$ cat src/rtl/instruction_fetch_pkg.sv
// Shared CPU definitions: fetch sequencer states and opcode classes.
package instruction_fetch_pkg;

  typedef enum logic [2:0] {
    REQ_OP   = 3'd0,
    WAIT_OP  = 3'd1,
    REQ_IMM  = 3'd2,
    WAIT_IMM = 3'd3,
    ISSUE    = 3'd4
  } fetch_state_e;

  // Opcodes whose top three bits match this class carry an immediate byte.
  localparam logic [2:0] OPC_CLASS_TWO_BYTE = 3'b111;
  localparam logic [7:0] INST_NOP           = 8'h00;

  function automatic logic is_two_byte(input logic [7:0] op);
    return (op[7:5] == OPC_CLASS_TWO_BYTE);
  endfunction

endpackage

$ cat src/rtl/instruction_fetch_program_counter.sv
// Program counter: load (jump), increment with natural wrap, async reset.
module program_counter #(
  parameter int unsigned            ADDR_WIDTH = 8,
  parameter logic [ADDR_WIDTH-1:0]  RESET_PC   = '0
) (
  input  logic                  clk,
  input  logic                  rst,
  input  logic                  load_i,
  input  logic [ADDR_WIDTH-1:0] load_addr_i,
  input  logic                  inc_i,
  output logic [ADDR_WIDTH-1:0] pc_o,
  output logic [ADDR_WIDTH-1:0] pc_inc_o
);

  logic [ADDR_WIDTH-1:0] pc_q;
  logic [ADDR_WIDTH-1:0] pc_d;

  assign pc_inc_o = pc_q + {{(ADDR_WIDTH-1){1'b0}}, 1'b1};
  assign pc_o     = pc_q;

  // Next PC: a jump load takes priority over the sequential increment.
  always_comb begin
    pc_d = pc_q;
    if (load_i)
      pc_d = load_addr_i;
    else if (inc_i)
      pc_d = pc_inc_o;
  end

  // PC register.
  always_ff @(posedge clk or posedge rst) begin
    if (rst)
      pc_q <= RESET_PC;
    else
      pc_q <= pc_d;
  end

endmodule

$ cat src/rtl/instruction_fetch.sv
// Fetch sequencer: walks program memory through a request/valid handshake and
// hands opcode (+ optional immediate) to the decoder.
module instruction_fetch
  import instruction_fetch_pkg::*;
#(
  parameter int unsigned            ADDR_WIDTH = 8,
  parameter logic [ADDR_WIDTH-1:0]  RESET_PC   = '0
) (
  input  logic                  clk,
  input  logic                  rst,
  output logic [ADDR_WIDTH-1:0] memAddr,
  output logic                  memRdEn,
  input  logic [7:0]            memData,
  input  logic                  memValid,
  output logic [7:0]            inst,
  output logic [7:0]            imm,
  output logic                  instValid,
  input  logic                  instAck,
  input  logic                  jmpEn,
  input  logic [ADDR_WIDTH-1:0] jmpAddr,
  output logic [ADDR_WIDTH-1:0] pc
);

  fetch_state_e          state_q;
  logic [ADDR_WIDTH-1:0] mem_addr_q;
  logic                  mem_rd_en_q;
  logic [7:0]            inst_q;
  logic [7:0]            imm_q;
  logic                  inst_valid_q;

  logic                  pc_inc_en;
  logic                  pc_load_en;
  logic [ADDR_WIDTH-1:0] pc_cur;
  logic [ADDR_WIDTH-1:0] pc_plus1;

  // PC moves on each accepted byte, or jumps when the decoder acks a redirect.
  always_comb begin
    pc_inc_en  = memValid && ((state_q == WAIT_OP) || (state_q == WAIT_IMM));
    pc_load_en = (state_q == ISSUE) && instAck && jmpEn;
  end

  program_counter #(
    .ADDR_WIDTH (ADDR_WIDTH),
    .RESET_PC   (RESET_PC)
  ) u_pc (
    .clk         (clk),
    .rst         (rst),
    .load_i      (pc_load_en),
    .load_addr_i (jmpAddr),
    .inc_i       (pc_inc_en),
    .pc_o        (pc_cur),
    .pc_inc_o    (pc_plus1)
  );

  // Fetch FSM. The read request is registered one edge ahead so memRdEn is
  // high during the REQ_* cycle itself; out of reset REQ_OP spends one extra
  // cycle arming the request because memRdEn must reset low.
  always_ff @(posedge clk or posedge rst) begin
    if (rst) begin
      state_q      <= REQ_OP;
      mem_addr_q   <= RESET_PC;
      mem_rd_en_q  <= 1'b0;
      inst_q       <= INST_NOP;
      imm_q        <= INST_NOP;
      inst_valid_q <= 1'b0;
    end else begin
      case (state_q)
        REQ_OP: begin
          if (!mem_rd_en_q) begin
            mem_rd_en_q <= 1'b1;
            mem_addr_q  <= pc_cur;
          end else begin
            mem_rd_en_q <= 1'b0;
            state_q     <= WAIT_OP;
          end
        end
        WAIT_OP: begin
          if (memValid) begin
            inst_q <= memData;
            if (is_two_byte(memData)) begin
              mem_rd_en_q <= 1'b1;
              mem_addr_q  <= pc_plus1;
              state_q     <= REQ_IMM;
            end else begin
              imm_q        <= INST_NOP;
              inst_valid_q <= 1'b1;
              state_q      <= ISSUE;
            end
          end
        end
        REQ_IMM: begin
          mem_rd_en_q <= 1'b0;
          state_q     <= WAIT_IMM;
        end
        WAIT_IMM: begin
          if (memValid) begin
            imm_q        <= memData;
            inst_valid_q <= 1'b1;
            state_q      <= ISSUE;
          end
        end
        ISSUE: begin
          if (instAck) begin
            inst_valid_q <= 1'b0;
            mem_rd_en_q  <= 1'b1;
            mem_addr_q   <= jmpEn ? jmpAddr : pc_cur;
            state_q      <= REQ_OP;
          end
        end
        default: begin
          mem_rd_en_q  <= 1'b0;
          inst_valid_q <= 1'b0;
          state_q      <= REQ_OP;
        end
      endcase
    end
  end

  assign memAddr   = mem_addr_q;
  assign memRdEn   = mem_rd_en_q;
  assign inst      = inst_q;
  assign imm       = imm_q;
  assign instValid = inst_valid_q;
  assign pc        = pc_cur;

endmodule

$ cat config.mk
export PLATFORM = sky130hd
export DESIGN_NAME = instruction_fetch
export DESIGN_NICKNAME = d
export VERILOG_FILES = /design/src/rtl/instruction_fetch_pkg.sv /design/src/rtl/instruction_fetch_program_counter.sv /design/src/rtl/instruction_fetch.sv
export SDC_FILE = /design/constraint.sdc
export NUM_CORES = 1
export LEC_CHECK = 0
export ABC_CLOCK_PERIOD_IN_PS = 2130
export CAP_MARGIN = 10
export CORE_MARGIN = 5
export CORE_UTILIZATION = 48
export DETAILED_ROUTE_END_ITERATION = 8
export GPL_ROUTABILITY_DRIVEN = 0
export PLACE_DENSITY = 0.78
export SLEW_MARGIN = 40
export SYNTH_ARGS = -nofsm -noshare
export SYNTH_HDL_FRONTEND = slang
export SYNTH_SLANG_ARGS = --single-unit
$ cat constraint.sdc
create_clock -name clk -period 2.13 [get_ports clk]
set_input_delay 0.426 -clock clk [delete_from_list [all_inputs] [get_ports clk]]
set_output_delay 0.426 -clock clk [all_outputs]
set_load 0.01 [all_outputs]
==> summary.md, run 1 <==
| Metric | Value |
|---|---|
| Post-Syn Instances | 197 |
| PD cells | approximately 1400 nW/um^2 |
| Worst Path Required | 2320 ps |
| Worst-path clk slew | about 80 ps |
| Critical Path Sink Type | register |
| Hold_ws | 477 ps |
| Static leakage | 1.25 nW |
| Hold-fix buffers at CTS | 0 |
| FMAX | 0.514 GHz |
| Asr flop ratio synth | 100% |
| Hold depth | 2 |
| RSZ-0062 raised after global routing | no |
| Final worst setup slack | 183 ps |
| Cell area after synthesis | 2000 sq um |
| Routed WL | 4930 um |
| Synth cell types | 47 |
| Yosys warns | 0 |
| Total setup buffers inserted after CTS | 0 |
| Final ANT Viol Nets | 0 |
| Starting density of the core | 49.7% |
| Post-CTS Resized | 0 |
| Status | finished, final reports clean |
| Max Slew Vio Count | 0 |
| GRT Total Usage | 19.7% |
| Worst Hold Class | register to register |
| TritonCTS clock tree | yes |
| Final hold vios | 0 |
| Psw | 1.40 mW |
| Setup CP Type | register to register |
| FF-to-FF path depth | 5 |
| Initial DRC count | 167 |
| CTS sink cnt | 37 |
| DRC | 0 |
| Initial antenna violation count | 0 |
| Chip height | ~75 um |
| Fin crit share | 91.4% |
| Clock latency on the worst-skew pair | 290 ps |
| Max Root-Sink Buffers | 2 |
| Net Count, Synth | around 220 |
| Yosys reg bits | 37 |
| Logic gate share of total power | 51.2% |
| Clk_skew | around 7.6 ps |
| Chip Width | 74.6 um |
| H-tree depth | 2 |
| Ant. Diodes | 0 |
| DR vias/cell | between 5 and 6 |
| Setup TNS | 0 ps |
| Pin count of the biggest net entering global routing | 38 |
| Root Driver | clkbuf_8 |
| CP startpoint kind | register |
| Switching Share | 35.6% |
| EDFF count, synth | 0 |
| Max Cap Viol | 0 |
| DR vias | 1779 |
| Avg Inst Size Synth | 10.2 sq um |
| Num CTS Buffers | 5 |
| Maximum vdd drop | 0.822 mV |
| Pint | 2.54 mW |
| Share of cells above drive strength 1 | about a fifth |
| GRT overflow | 0 |
| Worst path arrival time | between 2000 and 2500 ps |
| Synth Flop Type | dfrtp_1 |
| Core footprint | 4030 sq um |
| Layout area overhead | 42.5% |
| Slew HR | 61.6% |
| Seq/Total Area, Yosys | 46.2% |
| Pre-antenna DRT Iters | 4 |
| Tmin final | 1950 ps |
| Finish-stage setup viols | 0 |
| Vias in the first global route | between 1500 and 2000 |
| Wire per inst | 15.3 um |
| Number of port buffers | 54 |
| Die area | 5570 sq um |
| First-pass GRT wire length | 8420 um |
| Finished Core Util | 70.8% |
| Dpl hpwl | about 3600 um |
| Worst-Margin Slew | 575 ps |
| Pre-CTS setup slack | -86.2 ps |
| Sequential Power Share | 32.8% |
| NumNets Final | between 200 and 300 |
| Standard-cell row count | 23 |
| Clock power share | roughly 16% |
| CP max FO | 16 |
| I/O Pins | 55 |
final timing paths:
path / from / slack [ps] / to
min in group asynchronous: rst / 540 / u_pc.pc_o[4]$_DFFE_PP0P_
max in group asynchronous: rst / 1260 / imm[2]$_DFFE_PP0P_
hold reg to reg: instValid$_DFFE_PP0P_ / 480 / instValid$_DFFE_PP0P_
hold / removal: instValid$_DFFE_PP0P_ / 480 / instValid$_DFFE_PP0P_
setup / recovery: state_q[2]$_DFFE_PP0P_ / 180 / u_pc.pc_o[3]$_DFFE_PP0P_
setup reg to reg: state_q[2]$_DFFE_PP0P_ / 180 / u_pc.pc_o[3]$_DFFE_PP0P_
synthesized netlist by cell type, types with 3 or more instances:
master	number	area [sq um]
a21oi_1	10	50.1
a221o_1	6	60.1
a31oi_1	4	25.0
buf_2	5	25.0
clkbuf_1	4	15.0
dfrtp_1	37	926
inv_1	11	41.3
mux2_2	12	135
mux2i_1	13	130
nand2_1	25	93.8
nand3_1	4	20.0
nor2_1	6	22.5
nor3_1	5	25.0
o21ai_0	9	45.0
o311ai_0	3	26.3
o31a_1	3	26.3
power by group through the flow:
stage	Combinational (mW)	Sequential [mW]	Clock [mW]
floorplan	1.06	1.31	0
global placement	1.98	1.29	0
detailed placement	2.01	1.30	0
CTS	2.03	1.29	0.645
global route	2.20	1.35	0.678
finish	2.02	1.29	0.632
per-stage QoR:
step	cells	cell area, sq um	power, mW
final	323	2850	3.94
after global routing	323	2850	4.22
after CTS	323	2850	3.97
after detailed placement	315	2740	3.32
after global placement	315	2740	3.28
after floorplan	197	2000	2.37
placed cells by master (no fill, tap or decap), types with 2 or more instances in the layout:
| cell | count |
|---|---|
| nand3_1 | 4 |
| clkdlybuf4s50_1 | 54 |
| o31a_1 | 3 |
| and2_1 | 2 |
| a31oi_1 | 4 |
| inv_1 | 11 |
| nor2_1 | 6 |
| o311ai_0 | 3 |
| o31ai_1 | 2 |
| mux2i_1 | 13 |
| buf_4 | 27 |
| nand2_1 | 25 |
| dfrtp_1 | 37 |
| nor3b_1 | 2 |
| or4_1 | 2 |
| clkbuf_8 | 6 |
| nand4_1 | 2 |
| and3_1 | 2 |
| nor3_1 | 5 |
| a221o_1 | 6 |
| mux2_2 | 12 |
| a21o_1 | 2 |
| o21ai_0 | 9 |
| a21oi_1 | 10 |
flip-flops by register name, indices dropped and copies added, names as in the netlist:
name       cells
state_q        3
u_pc.pc_o      8
instValid      1
inst           8
memAddr        8
memRdEn        1
imm            8
cell type report:
cell class              count  area, sq um
clock buffers               7         86.3
clock inverters             1         30.0
fillers                   340         1170
inverters                  12         45.0
multi-input cells         135          961
flip-flops and latches     37          926
well taps                  50         62.6
repair buffers             81          743
logic make-up (layout without fill, tap and decap cells):
family	Yosys count	in the layout	synth area share (%)
AND/OR/NAND/NOR	63	63	17.3
AO/OA/AOI/OAI	45	45	16.1
buffers and inverters	25	101	6.12
multiplexers	25	25	13.2
flip-flops	37	37	46.2
XOR/XNOR	1	1	0.437
adder cells (fa/ha/maj)	1	1	0.625
metal layers:
metal	wire length (um)	up-vias	share of wire, %	GRT usage (%)
li1	-	865	-	-
met1	2210	858	45	26.2
met2	2370	51	48	32.1
met3	277	5	5.6	4.73
met4	72	0	1.5	5.93
met5	0	-	0	0
critical path, cell delays in order, from the launching register on:
cell and delay, ps:
dfrtp_1 560, nor4bb_2 260, buf_4 190, a21oi_1 490, a21oi_1 90, o221a_2 260
(Power assumes the default switching activity.)
==> run 2, diff against run 1 <==
--- a/config.mk
+++ b/config.mk
@@ -12,6 +12,7 @@
 export DETAILED_ROUTE_END_ITERATION = 8
 export GPL_ROUTABILITY_DRIVEN = 0
 export PLACE_DENSITY = 0.78
+export SKIP_LAST_GASP = 1
 export SLEW_MARGIN = 40
 export SYNTH_ARGS = -nofsm -noshare
 export SYNTH_HDL_FRONTEND = slang
==> results of run 2 <==
Same layout as run 1: the final DEF is identical, and so are final timing and power.
